[config.mk]
export PLATFORM = sky130hd
export DESIGN_NAME = voice_mixer
export DESIGN_NICKNAME = d
export VERILOG_FILES = /design/src/rtl/voice_mixer.sv
export SDC_FILE = /design/constraint.sdc
export NUM_CORES = 1
export LEC_CHECK = 0
export BUFFER_PORTS_ARGS = -buffer_cell sky130_fd_sc_hd__clkbuf_2
export CAP_MARGIN = 15
export CORE_MARGIN = 4
export CORE_UTILIZATION = 30
export DETAILED_ROUTE_END_ITERATION = 8
export HOLD_SLACK_MARGIN = 0.02
export SETUP_SLACK_MARGIN = 0.3
export SKIP_LAST_GASP = 1
export SLEW_MARGIN = 10
export SYNTH_ARGS = -nofsm -noshare
export SYNTH_HDL_FRONTEND = slang
export SYNTH_SLANG_ARGS = --single-unit
[constraint.sdc]
create_clock -name clk -period 7.25 [get_ports clk]
set_input_delay 1.45 -clock clk [delete_from_list [all_inputs] [get_ports clk]]
set_output_delay 1.45 -clock clk [all_outputs]
set_load 0.005 [all_outputs]
[src/rtl/voice_mixer.sv]
// Three-voice sample mixer: gathers one sample per sounding voice for each codec
// request, then sums, shifts and saturates them into a single mixed sample.
module voice_mixer #(
    parameter int SAMPLE_W = 18,
    parameter int SHIFT    = 1,
    parameter int TIMEOUT  = 255
) (
    input  logic                clk,
    input  logic                reset,
    input  logic                play_enable,
    input  logic                generate_next_sample,
    input  logic [2:0]          voice_active,
    input  logic [2:0]          sample_ready,
    input  logic [SAMPLE_W-1:0] sample_in1,
    input  logic [SAMPLE_W-1:0] sample_in2,
    input  logic [SAMPLE_W-1:0] sample_in3,
    output logic [SAMPLE_W-1:0] mixed_sample,
    output logic                mixed_ready,
    output logic                overflow,
    output logic                timeout_err,
    output logic                overrun
);

    localparam int SW = SAMPLE_W + 2;
    localparam logic signed [SW-1:0] MAXV = $signed({3'b000, {(SAMPLE_W-1){1'b1}}});
    localparam logic signed [SW-1:0] MINV = $signed({3'b111, {(SAMPLE_W-1){1'b0}}});

    typedef enum logic [1:0] {IDLE, COLLECT, SUM, OUT} state_t;

    state_t              state;
    logic [SAMPLE_W-1:0] cap1, cap2, cap3;
    logic [2:0]          got;
    logic [7:0]          timer;

    logic [2:0]          take;
    logic [2:0]          got_next;
    logic signed [SW-1:0] sum, scaled;
    logic [SAMPLE_W-1:0] sat;
    logic                clamp;

    always_comb begin
        take     = sample_ready & ~got;
        got_next = got | sample_ready;
        sum      = $signed({{2{cap1[SAMPLE_W-1]}}, cap1})
                 + $signed({{2{cap2[SAMPLE_W-1]}}, cap2})
                 + $signed({{2{cap3[SAMPLE_W-1]}}, cap3});
        scaled   = sum >>> SHIFT;
        clamp    = 1'b0;
        sat      = scaled[SAMPLE_W-1:0];
        if (scaled > MAXV) begin
            sat   = MAXV[SAMPLE_W-1:0];
            clamp = 1'b1;
        end else if (scaled < MINV) begin
            sat   = MINV[SAMPLE_W-1:0];
            clamp = 1'b1;
        end
    end

    always_ff @(posedge clk or negedge reset) begin
        if (!reset) begin
            state        <= IDLE;
            cap1         <= '0;
            cap2         <= '0;
            cap3         <= '0;
            got          <= '0;
            timer        <= '0;
            mixed_sample <= '0;
            mixed_ready  <= 1'b0;
            overflow     <= 1'b0;
            timeout_err  <= 1'b0;
            overrun      <= 1'b0;
        end else begin
            mixed_ready <= 1'b0;
            if (generate_next_sample && state != IDLE)
                overrun <= 1'b1;
            case (state)
                IDLE: begin
                    if (generate_next_sample && play_enable) begin
                        cap1  <= '0;
                        cap2  <= '0;
                        cap3  <= '0;
                        got   <= ~voice_active;
                        timer <= '0;
                        state <= COLLECT;
                    end
                end
                COLLECT: begin
                    if (!play_enable) begin
                        state <= IDLE;
                    end else begin
                        if (take[0]) cap1 <= sample_in1;
                        if (take[1]) cap2 <= sample_in2;
                        if (take[2]) cap3 <= sample_in3;
                        got <= got_next;
                        // Completion this cycle wins over an expiring timer.
                        if (&got_next) begin
                            state <= SUM;
                        end else if (timer == 8'(TIMEOUT - 1)) begin
                            state       <= SUM;
                            timeout_err <= 1'b1;
                        end else begin
                            timer <= timer + 8'd1;
                        end
                    end
                end
                SUM: begin
                    if (!play_enable) begin
                        state <= IDLE;
                    end else begin
                        mixed_sample <= sat;
                        mixed_ready  <= 1'b1;
                        if (clamp) overflow <= 1'b1;
                        state <= OUT;
                    end
                end
                OUT: state <= IDLE;
                default: state <= IDLE;
            endcase
        end
    end

endmodule

==> summary.txt, run 1 <==
Clocking
  – Number of H-tree levels: 3
  – Clock buffer depth: 2
  – Clock tree from TritonCTS: done
  – Post-CTS repair timing setup buffer count: 0
  – Clock sinks: just under 90
  – Total of hold buffers inserted after clock tree synthesis: 0
  – Cts repair resizes: 0
  – Clock root buffer master: sky130_fd_sc_hd__clkbuf_16
  – Clock-pin slew of the registers on the worst-case setup and hold paths: 0.07 ns
  – Number of buffers inserted during clock tree synthesis: 9
  – Latest clock arrival within the worst-skew pair: between 0.3 and 0.4 ns

Finish
  – Layout cells sized above 1: 0.214
  – Number of fill cells: around 1700
  – Area grow syn2layout: 18.6%
  – Final Instance Area: between 6000 and 7000 sq um
  – Nets: approximately 740
  – Diodes inserted: 0
  – Fin util: 0.366

Route
  – DRC Markers: 0
  – Via count: 3967
  – Sum of routed wire length over all layers: 12100 microns
  – Antenna Nets Post-Route: 0
  – Via count normalized by instance count: roughly 4.6
  – Average wire per cell in the routed design: 14.1 microns
  – First DRT Iteration DRCs: roughly 180
  – Detailed-router iteration count before antenna repair: 6

Global route
  – Pin count of the biggest net entering global routing: 55
  – GR Util All Layers: 0.130
  – GRT Residual Overflow: 0
  – Number of global-route vias before repair: about 4000
  – Wire length of the first global-routing pass: 20500 microns
  – Antenna violations before repair: 0

Setup path
  – Required time of the worst setup path: 7.48 ns
  – Type of the worst setup path: flip-flop to flip-flop
  – Crit path max fanout: 14
  – Startpoint kind of the worst setup timing path: flip-flop
  – CP endpoint kind: flip-flop
  – Endpoint arrival time on the critical path: 3.82 ns

Die
  – Count of standard-cell rows: between 40 and 50
  – Die ar.: roughly 19000 sq um
  – Width of the chip: roughly 140 microns
  – Core outline area: roughly 17000 sq um
  – Die Y-Extent: about 140 microns
  – Number of I/O pins: 86
  – Effective utilization at floorplan: 0.308

Timing
  – Highest achievable clock rate: 278 MHz
  – Number of failing setup endpoints in the final timing report: 0
  – Final hold viol count: 0
  – Worst relative slew slack: 0.422
  – Minimum period implied by the final worst setup slack: 3.59 ns
  – Setup skew after layout: 0.0102 ns
  – Max Transition Viols Final: 0
  – Slew @ Worst Pin: 0.864 ns
  – Unrepaired setup endpoints after global routing: no
  – Final cycle utilization of the critical path: 0.495
  – Setup Total Neg Slack: 0 ns

Synthesis
  – Largest area contributor in the synthesized netlist: sky130_fd_sc_hd__dfrtp_1
  – Number of library cell types mapped by synthesis: slightly below 70
  – Synthesized area per cell: 9.28 sq um
  – Gate count of the mapped netlist: around 560
  – Proportion of netlist area held by the largest area contributor: 0.431
  – Most instantiated flip-flop cell in the synthesis netlist: sky130_fd_sc_hd__dfrtp_1
  – Number of nets in the synthesized netlist: 660
  – Number of flip-flops and latches in the synthesized netlist: between 80 and 90
  – Synthesis warning total: 0
  – Adder-cell share of the synthesized area: 0.128
  – Top-count cell post-synth: sky130_fd_sc_hd__nand2_1
  – Post-synth top cells: sky130_fd_sc_hd__nand2_1, sky130_fd_sc_hd__dfrtp_1, sky130_fd_sc_hd__o21ai_0
  – Combined area of all synthesized cells: around 5200 sq um
  – Most area-consuming cells after synthesis: sky130_fd_sc_hd__dfrtp_1, sky130_fd_sc_hd__nand2_1, sky130_fd_sc_hd__fa_1
  – Synth Area in XOR/XNOR: 0.0271
  – Count of flip-flops with a built-in enable after synthesis: 0
  – Post-Synth Simple-Gate Area: 0.173
  – Synthesized-area fraction occupied by ao, oa, aoi and oai cells: 0.193
  – Fraction of registers with async set/reset: 1.00
  – Dominant combinational cell family by area after synthesis: compound AO/OA/AOI/OAI gates
  – Multiplexer share of the synthesized area: 0.00412
  – Sequential cell area fraction in the yosys report: 0.431

Power
  – Overall power after layout: ~1.8 mW
  – Largest voltage drop on the vdd net: ~0.14 mV
  – Pwr Density: 291 nW/um^2
  – Leakage component of the power: about 3.0 nW

Placed design
  – Routability-driven placement congestion ratio: between 0.8 and 0.9
  – Cell area after placement: 5790 sq um
  – Sum of net half-perimeters after detailed placement: 9310 microns
  – Number of buffers inserted by port buffering: 85

Worst hold path
  – Path type of the worst min-delay path: flip-flop to flip-flop

Outcome
  – Outcome: finished, final reports clean

Job
  – Max-capacitance violation count: 0
==> registers in the layout, indices dropped and copies added (netlist names) <==
register,count
mixed_ready,1
overrun,1
overflow,1
mixed_sample,18
cap3,18
timer,8
timeout_err,1
got,3
state,2
cap2,18
cap1,18
==> cell type report <==
cell class                      instances  area (sq um)  area share
Clock inverter                          7           101      0.0165
Clock buffer                            9           225      0.0367
Inverter                               30           113      0.0184
Tap cell                              220           275      0.0449
Sequential cell                        89          2230       0.363
Timing Repair Buffer                   89           465      0.0759
Multi-Input combinational cell        413          2720       0.444
==> per-layer routing <==
layer	track usage	vias to the layer above	wire length (microns)
li1	-	2046	-
met1	0.196	1834	6360
met2	0.189	79	5200
met3	0.0319	8	410
met4	0.0263	0	95
met5	0	-	0
==> kinds of logic (layout without fill, tap and decap cells) <==
group           Yosys count  count (layout)
buf+inv                  55             135
compound gates          151             151
fa+ha+maj                43              43
mux                       2               2
flops                    89              89
simple gates            201             201
xor+xnor                 16              16
==> where the power goes <==
part | total [mW] | internal [mW] | switching, mW | leakage, nW
clock | 0.508 | 0.305 | 0.202 | 0.158
combinational | 0.612 | 0.256 | 0.356 | 1.65
sequential | 0.662 | 0.596 | 0.0659 | 1.18
total | 1.78 | 1.16 | 0.624 | 3.00
==> metrics by stage <==
| step | instances | hold WS [ns] | setup slack, ns |
|---|---|---|---|
| 3_5_place_dp | 840 | 0.452 | 3.64 |
| 2_1_floorplan | 557 | 0.450 | 4.04 |
| 6_report | 857 | 0.472 | 3.66 |
| 4_1_cts | 856 | 0.475 | 3.64 |
| 3_3_place_gp | 840 | 0.453 | 3.82 |
| 5_1_grt | 857 | 0.502 | 3.40 |
==> path summary, 6_finish.rpt <==
| kind | from | end | slack, ns | depth (start not counted) |
|---|---|---|---|---|
| max | cap1[1] | mixed_sample[15] | 3.66 | 12 |
| min | overrun | overrun | 0.47 | 1 |
| max reg2reg | cap1[1] | mixed_sample[15] | 3.66 | 12 |
| min reg2reg | overrun | overrun | 0.47 | 1 |
| max in group asynchronous | reset | mixed_sample[14] | 5.15 | 2 |
| min in group asynchronous | reset | got[1] | 1.06 | 1 |
==> critical path: stages, from the launching register on <==
cell	delay, ns
sky130_fd_sc_hd__dfrtp_1	0.37
sky130_fd_sc_hd__inv_1	0.07
sky130_fd_sc_hd__fa_1	0.52
sky130_fd_sc_hd__inv_1	0.04
sky130_fd_sc_hd__ha_1	0.23
sky130_fd_sc_hd__fa_1	0.43
sky130_fd_sc_hd__a211o_1	0.34
sky130_fd_sc_hd__a211oi_2	0.37
sky130_fd_sc_hd__o21bai_2	0.17
sky130_fd_sc_hd__a21oi_4	0.28
sky130_fd_sc_hd__nor3b_4	0.14
sky130_fd_sc_hd__nor4b_1	0.44
sky130_fd_sc_hd__o21ai_2	0.07
==> cells in the final DEF (no fill, tap or decap), types with 10 or more instances in the layout <==
cell                       instances
sky130_fd_sc_hd__nor2_1           20
sky130_fd_sc_hd__nand2_1         138
sky130_fd_sc_hd__ha_1             21
sky130_fd_sc_hd__fa_1             18
sky130_fd_sc_hd__xor2_1           10
sky130_fd_sc_hd__dfrtp_1          89
sky130_fd_sc_hd__a21o_1           10
sky130_fd_sc_hd__clkbuf_2         84
sky130_fd_sc_hd__a21oi_1          17
sky130_fd_sc_hd__o21ai_0          69
sky130_fd_sc_hd__inv_1            30
sky130_fd_sc_hd__o21ai_2          11
No activity file was read; power rests on OpenSTA's default activity.
==> inputs of run 2 (changes only) <==
==> constraint.sdc (replaced) <==
create_clock -name clk -period 3.5 [get_ports clk]
set_input_delay 0.7 -clock clk [delete_from_list [all_inputs] [get_ports clk]]
set_output_delay 0.7 -clock clk [all_outputs]
set_load 0.005 [all_outputs]
==> summary.txt, run 2 (same netlist as run 1, synthesis figures left out) <==
Outcome
  – Outcome: finished, final reports clean

Global route
  – Pin count of the biggest net entering global routing: 60 (+9.1%)
  – GR Util All Layers: 0.129 (-0.000719)
  – Antenna violations before repair: 0 (unchanged)
  – GRT Residual Overflow: 0 (unchanged)
  – Number of global-route vias before repair: 3976 (-0.82%)
  – Wire length of the first global-routing pass: 20200 microns (-1.0%)

Route
  – Antenna Nets Post-Route: 0 (unchanged)
  – DRC Markers: 0 (unchanged)
  – Via count normalized by instance count: 4.52 (-2.3%)
  – Via count: 3968 (+0.025%)
  – Detailed-router iteration count before antenna repair: 4 (-2)
  – Average wire per cell in the routed design: 14.1 microns (about the same)
  – First DRT Iteration DRCs: 143 (-19%)
  – Sum of routed wire length over all layers: 12400 microns (+2.3%)

Setup path
  – Type of the worst setup path: flip-flop to flip-flop
  – Startpoint kind of the worst setup timing path: flip-flop
  – Source of the worst register-to-register timing path: cap1[1]
  – Path depth of the worst reg2reg path: 14 (+2)
  – Crit path max fanout: 6 (-8)
  – Register-to-Register Setup Slack: 0.28 ns (-3.38 ns)
  – CP endpoint kind: flip-flop
  – Required time of the worst setup path: 3.74 ns (-3.74 ns)
  – Endpoint arrival time on the critical path: 3.46 ns (-0.36 ns)
  – R2r endpoint: mixed_sample[13]

Timing
  – Final cycle utilization of the critical path: 0.921 (+0.425)
  – Highest achievable clock rate: 310 MHz (+11%)
  – Worst relative slew slack: 0.575 (+0.153)
  – Setup Total Neg Slack: 0 ns (unchanged)
  – Unrepaired setup endpoints after global routing: yes
  – Setup skew after layout: 0.00806 ns (-0.00210 ns)
  – Max Transition Viols Final: 0 (unchanged)
  – Number of failing setup endpoints in the final timing report: 0 (unchanged)
  – Final hold viol count: 0 (unchanged)
  – Worst hold margin: 0.287 ns (-0.185 ns)
  – Slew @ Worst Pin: 0.636 ns (-0.229 ns)
  – Minimum period implied by the final worst setup slack: 3.22 ns (-0.369 ns)

Placed design
  – Number of buffers inserted by port buffering: 85 (unchanged)
  – Cell area after placement: 5850 sq um (+1.0%)
  – Sum of net half-perimeters after detailed placement: 9530 microns (+2.4%)
  – Routability-driven placement congestion ratio: 0.894 (+12%)
  – Cells after DPL: 847 (+0.83%)

Job
  – Max-capacitance violation count: 0 (unchanged)

Finish
  – Number of fill cells: 1757 (+1.3%)
  – Most frequent cells in the layout: sky130_fd_sc_hd__nand2_1, sky130_fd_sc_hd__dfrtp_1, sky130_fd_sc_hd__clkbuf_2
  – Final Instance Area: 6390 sq um (+4.2%)
  – Area grow syn2layout: 23.7%
  – Multi-input logic area: 2800 sq um (+2.6%)
  – Nets: 755 (+2.7%)
  – Diodes inserted: 0 (unchanged)
  – Layout cells sized above 1: 0.259 (+0.0453)
  – Most frequent standard cell in the layout excluding fill and tap cells: sky130_fd_sc_hd__nand2_1
  – Post-route non-filler standard cell count: 877 (+2.3%)
  – Sequential standard cell area: 2230 sq um (unchanged)

Die
  – Die ar.: 19400 sq um (unchanged)
  – Effective utilization at floorplan: 0.308 (unchanged)
  – Number of I/O pins: 86 (unchanged)
  – Core outline area: 16800 sq um (unchanged)
  – Count of standard-cell rows: 47 (unchanged)
  – Die Y-Extent: 139 microns (unchanged)
  – Width of the chip: 139 microns (unchanged)

Power
  – Switching portion of total power: 0.352 (+0.00134)
  – Leakage component of the power: 3.10 nW (+3.6%)
  – Pwr Density: 604 nW/um^2 (+110%)
  – Overall power after layout: 3.86 mW (+120%)
  – Total net switching power: 1.36 mW (+120%)
  – Sequential cell fraction of total power: 0.356 (-0.015)
  – Clock share of power: 0.258 (-0.027)
  – Combinational cell fraction of total power: 0.386 (+0.042)
  – Largest voltage drop on the vdd net: 0.248 mV (+74%)
  – Internal power: 2.50 mW (+120%)

Clocking
  – Number of buffers inserted during clock tree synthesis: 9 (unchanged)
  – Clock tree from TritonCTS: done
  – Total of hold buffers inserted after clock tree synthesis: 0 (unchanged)
  – Clock buffer depth: 2 (unchanged)
  – Clock root buffer master: sky130_fd_sc_hd__clkbuf_16
  – Clock sinks: 89 (unchanged)
  – Number of H-tree levels: 3 (unchanged)
  – Clock-pin slew of the registers on the worst-case setup and hold paths: 0.07 ns (about the same)
  – Latest clock arrival within the worst-skew pair: 0.35 ns (about the same)

Worst hold path
  – Path type of the worst min-delay path: input port to async pin
-- run 2: area by class of cell --
type	instances	share of cell area
tap	220	0.0431
inverter	30	0.0176
sequential	89	0.349
clock inverter	5	0.00979
timing repair buffer	109	0.106
multi-input combinational	413	0.437
clock buffer	11	0.0380
-- run 2: power by group through the flow --
stage          Combinational, mW  Sequential [mW]  Clock (mW)
3_3_place_gp                1.30             1.39           0
6_report                    1.49             1.37       0.996
4_1_cts                     1.32             1.38        1.03
2_1_floorplan              0.892             1.37           0
5_1_grt                     1.68             1.41        1.07
3_5_place_dp                1.31             1.40           0
-- run 2: worst max path at each step --
stage / slack [ns] / end / start / cells past startpoint
finish: 0.28 / mixed_sample[13] / cap1[1] / 14
global route: 0.11 / mixed_sample[15] / cap1[1] / 13
CTS: 0.31 / mixed_sample[9] / cap1[3] / 11
detailed placement: 0.22 / mixed_sample[14] / cap1[1] / 12
global placement: 0.27 / mixed_sample[14] / cap1[1] / 12
floorplan: 0.35 / mixed_sample[14] / cap1[1] / 12
-- run 2: layer usage --
layer / GRT usage / wire length (microns) / vias to the layer above
met5: 0 / 0 / -
met4: 0.0330 / 125 / 0
met3: 0.0316 / 466 / 9
met2: 0.184 / 5310 / 81
met1: 0.196 / 6450 / 1796
li1: - / - / 2082
-- run 2: timing repair --
| item | CTS | global route |
|---|---|---|
| pin swaps | 2 | 8 |
| buffers inserted | 0 | 13 |
| cloned | 0 | 1 |
| gates resized for setup | 1 | 20 |
| setup endpoints to repair | 5 | 19 |
-- run 2: through the flow --
step	setup slack, ns	util
global placement	0.265	0.349
CTS	0.306	0.367
detailed placement	0.218	0.349
floorplan	0.345	-
finish	0.278	0.381
global route	0.113	0.381
-- run 2: worst max-delay path, stage by stage, from the launching register on --
cell                        delay [ns]
sky130_fd_sc_hd__dfrtp_1          0.37
sky130_fd_sc_hd__inv_2            0.05
sky130_fd_sc_hd__fa_1             0.54
sky130_fd_sc_hd__inv_2            0.05
sky130_fd_sc_hd__ha_4             0.16
sky130_fd_sc_hd__fa_2             0.37
sky130_fd_sc_hd__a211o_1          0.29
sky130_fd_sc_hd__a211oi_2         0.31
sky130_fd_sc_hd__o21bai_2         0.16
sky130_fd_sc_hd__a21oi_4          0.24
sky130_fd_sc_hd__nor3b_4          0.10
sky130_fd_sc_hd__buf_12           0.14
sky130_fd_sc_hd__clkbuf_16        0.14
sky130_fd_sc_hd__nor2_1           0.14
sky130_fd_sc_hd__o21ai_2          0.06
==> inputs of run 3 (changes only) <==
--- a/config.mk
+++ b/config.mk
@@ -9,6 +9,8 @@
 export CAP_MARGIN = 15
 export CORE_MARGIN = 4
 export CORE_UTILIZATION = 30
+export CTS_BUF_LIST = sky130_fd_sc_hd__clkbuf_2 sky130_fd_sc_hd__clkbuf_4 sky130_fd_sc_hd__clkbuf_8
+export CTS_CLUSTER_SIZE = 28
 export DETAILED_ROUTE_END_ITERATION = 8
 export HOLD_SLACK_MARGIN = 0.02
 export SETUP_SLACK_MARGIN = 0.3
==> summary.txt, run 3 (same netlist as run 1, synthesis figures left out) <==
Timing
  – Number of failing setup endpoints in the final timing report: 0 (unchanged)
  – Final hold viol count: 0 (unchanged)
  – Max Transition Viols Final: 0 (unchanged)
  – Worst relative slew slack: 0.575 (about the same)
  – Minimum period implied by the final worst setup slack: 3.21 ns (-0.0139 ns)
  – Highest achievable clock rate: 312 MHz (+0.43%)
  – Unrepaired setup endpoints after global routing: yes
  – Slew @ Worst Pin: 0.636 ns (+0.000178 ns)
  – Final cycle utilization of the critical path: 0.917 (-0.00399)
  – Minimum setup slack in the final design: 0.292 ns (+0.0139 ns)
  – Setup skew after layout: 0.0118 ns (+0.00372 ns)
  – Setup Total Neg Slack: 0 ns (unchanged)

Clocking
  – Clock tree from TritonCTS: done
  – Number of H-tree levels: 3 (unchanged)
  – Latest clock arrival within the worst-skew pair: 0.38 ns (+0.03 ns)
  – Clock buffer depth: 2 (unchanged)
  – Number of buffers inserted during clock tree synthesis: 9 (unchanged)
  – Clock root buffer master: sky130_fd_sc_hd__clkbuf_8
  – Total of hold buffers inserted after clock tree synthesis: 0 (unchanged)
  – Clock sinks: 89 (unchanged)
  – Clock-pin slew of the registers on the worst-case setup and hold paths: 0.10 ns (+0.03 ns)

Global route
  – Global Route met3 Usage: 0.0244 (-0.00720)
  – Met1 global-route usage: 0.196 (+0.000217)
  – Antenna violations before repair: 0 (unchanged)
  – Pin count of the biggest net entering global routing: 60 (unchanged)
  – GRT Residual Overflow: 0 (unchanged)
  – GR Util All Layers: 0.128 (-0.000870)
  – Met2 GRT Util: 0.183 (-0.00102)
  – Top Usage Layer GRT: met1
  – Number of global-route vias before repair: 3954 (-0.55%)
  – Wire length of the first global-routing pass: 20200 microns (-0.34%)

Route
  – Sum of routed wire length over all layers: 12500 microns (+1.4%)
  – Via count: 4026 (+1.5%)
  – DRC Markers: 0 (unchanged)
  – Average wire per cell in the routed design: 14.3 microns (+1.5%)
  – Detailed-router iteration count before antenna repair: 4 (unchanged)
  – First DRT Iteration DRCs: 140 (-2.1%)
  – Via count normalized by instance count: 4.60 (+1.6%)
  – Antenna Nets Post-Route: 0 (unchanged)

Finish
  – Most frequent cells in the layout: sky130_fd_sc_hd__nand2_1, sky130_fd_sc_hd__dfrtp_1, sky130_fd_sc_hd__clkbuf_2
  – Nets: 754 (-0.13%)
  – Most frequent standard cell in the layout excluding fill and tap cells: sky130_fd_sc_hd__nand2_1
  – Layout cells sized above 1: 0.261 (+0.00192)
  – Area grow syn2layout: 22.2%
  – Post-route non-filler standard cell count: 876 (-0.11%)
  – Diodes inserted: 0 (unchanged)

Die
  – Effective utilization at floorplan: 0.308 (unchanged)
  – Count of standard-cell rows: 47 (unchanged)
  – Die Y-Extent: 139 microns (unchanged)
  – Die ar.: 19400 sq um (unchanged)
  – Core outline area: 16800 sq um (unchanged)
  – Number of I/O pins: 86 (unchanged)
  – Width of the chip: 139 microns (unchanged)

Setup path
  – R2r endpoint: mixed_sample[15]
  – Startpoint kind of the worst setup timing path: flip-flop
  – Register-to-Register Setup Slack: 0.29 ns (about the same)
  – Setup crit start: cap3[1]
  – Crit path max fanout: 7 (+1)
  – Source of the worst register-to-register timing path: cap3[1]
  – Required time of the worst setup path: 3.76 ns (+0.02 ns)
  – Path depth of the worst reg2reg path: 13 (-1)
  – Last element of the critical path: mixed_sample[15]
  – CP endpoint kind: flip-flop
  – Endpoint arrival time on the critical path: 3.47 ns (about the same)
  – Type of the worst setup path: flip-flop to flip-flop

Worst hold path
  – Path type of the worst min-delay path: input port to async pin

Placed design
  – Routability-driven placement congestion ratio: 0.894 (unchanged)
  – Number of buffers inserted by port buffering: 85 (unchanged)
  – Post-placement worst setup slack: 0.218 ns (unchanged)
  – Cells after DPL: 847 (unchanged)
  – Sum of net half-perimeters after detailed placement: 9530 microns (unchanged)

Power
  – Leakage component of the power: 3.06 nW (-1.5%)
  – Largest voltage drop on the vdd net: 0.194 mV (-22%)
  – Pwr Density: 571 nW/um^2 (-5.4%)

Job
  – Max-capacitance violation count: 0 (unchanged)

Outcome
  – Outcome: finished, final reports clean
## run 3: through the flow
stage / utilization / instance area (sq um) / hold WS, ns / total power, mW
after floorplan: - / 5170 / 0.404 / 2.27
after global placement: 0.349 / 5850 / 0.456 / 2.69
after detailed placement: 0.349 / 5850 / 0.459 / 2.71
after CTS: 0.361 / 6060 / 0.253 / 3.47
after global routing: 0.377 / 6310 / 0.270 / 3.89
final: 0.377 / 6310 / 0.253 / 3.61
## run 3: worst min path at each step
stage             from  endpoint  slack (ns)  depth (start not counted)
2_1_floorplan    reset   cap1[0]        0.40                          0
3_3_place_gp   overrun   overrun        0.46                          1
3_5_place_dp   overrun   overrun        0.46                          1
4_1_cts          reset    got[2]        0.25                          1
5_1_grt          reset    got[0]        0.27                          1
6_report         reset    got[0]        0.25                          1
## run 3: final cells by class
class,count,area (sq um)
inverter,30,113
clock inverter,5,62.6
multi-input combinational,413,2830
clock buffer,11,145
fill,1770,10400
sequential,89,2230
timing repair buffer,108,664
tap,220,275
## run 3: worst max-delay path, cell delays in order (launching register included)
cell	delay, ns
sky130_fd_sc_hd__dfrtp_1	0.36
sky130_fd_sc_hd__inv_2	0.04
sky130_fd_sc_hd__fa_1	0.54
sky130_fd_sc_hd__inv_2	0.05
sky130_fd_sc_hd__ha_4	0.16
sky130_fd_sc_hd__fa_2	0.37
sky130_fd_sc_hd__a211o_1	0.29
sky130_fd_sc_hd__a211oi_2	0.30
sky130_fd_sc_hd__o21bai_2	0.16
sky130_fd_sc_hd__a21oi_4	0.23
sky130_fd_sc_hd__nor3b_4	0.10
sky130_fd_sc_hd__buf_12	0.16
sky130_fd_sc_hd__nor4b_4	0.26
sky130_fd_sc_hd__o21ai_2	0.07
## run 3: layer usage
layer | part of all wire | wire [microns]
met1 | 0.52 | 6470
met2 | 0.43 | 5390
met3 | 0.038 | 477
met4 | 0.014 | 179
met5 | 0 | 0
## run 3: power breakdown
part	internal [mW]	switching, mW
Combinational	0.676	0.803
Clock	0.364	0.390
Sequential	1.23	0.140
Total	2.27	1.33
## run 3: what timing repair did
item                                    4_1_cts  5_1_grt
hold endpoints to repair                      0        0
pin swaps                                     2       18
cloned                                        0        2
buffers inserted                              0       11
resized for setup                             1       21
endpoints found under the setup margin        6       19
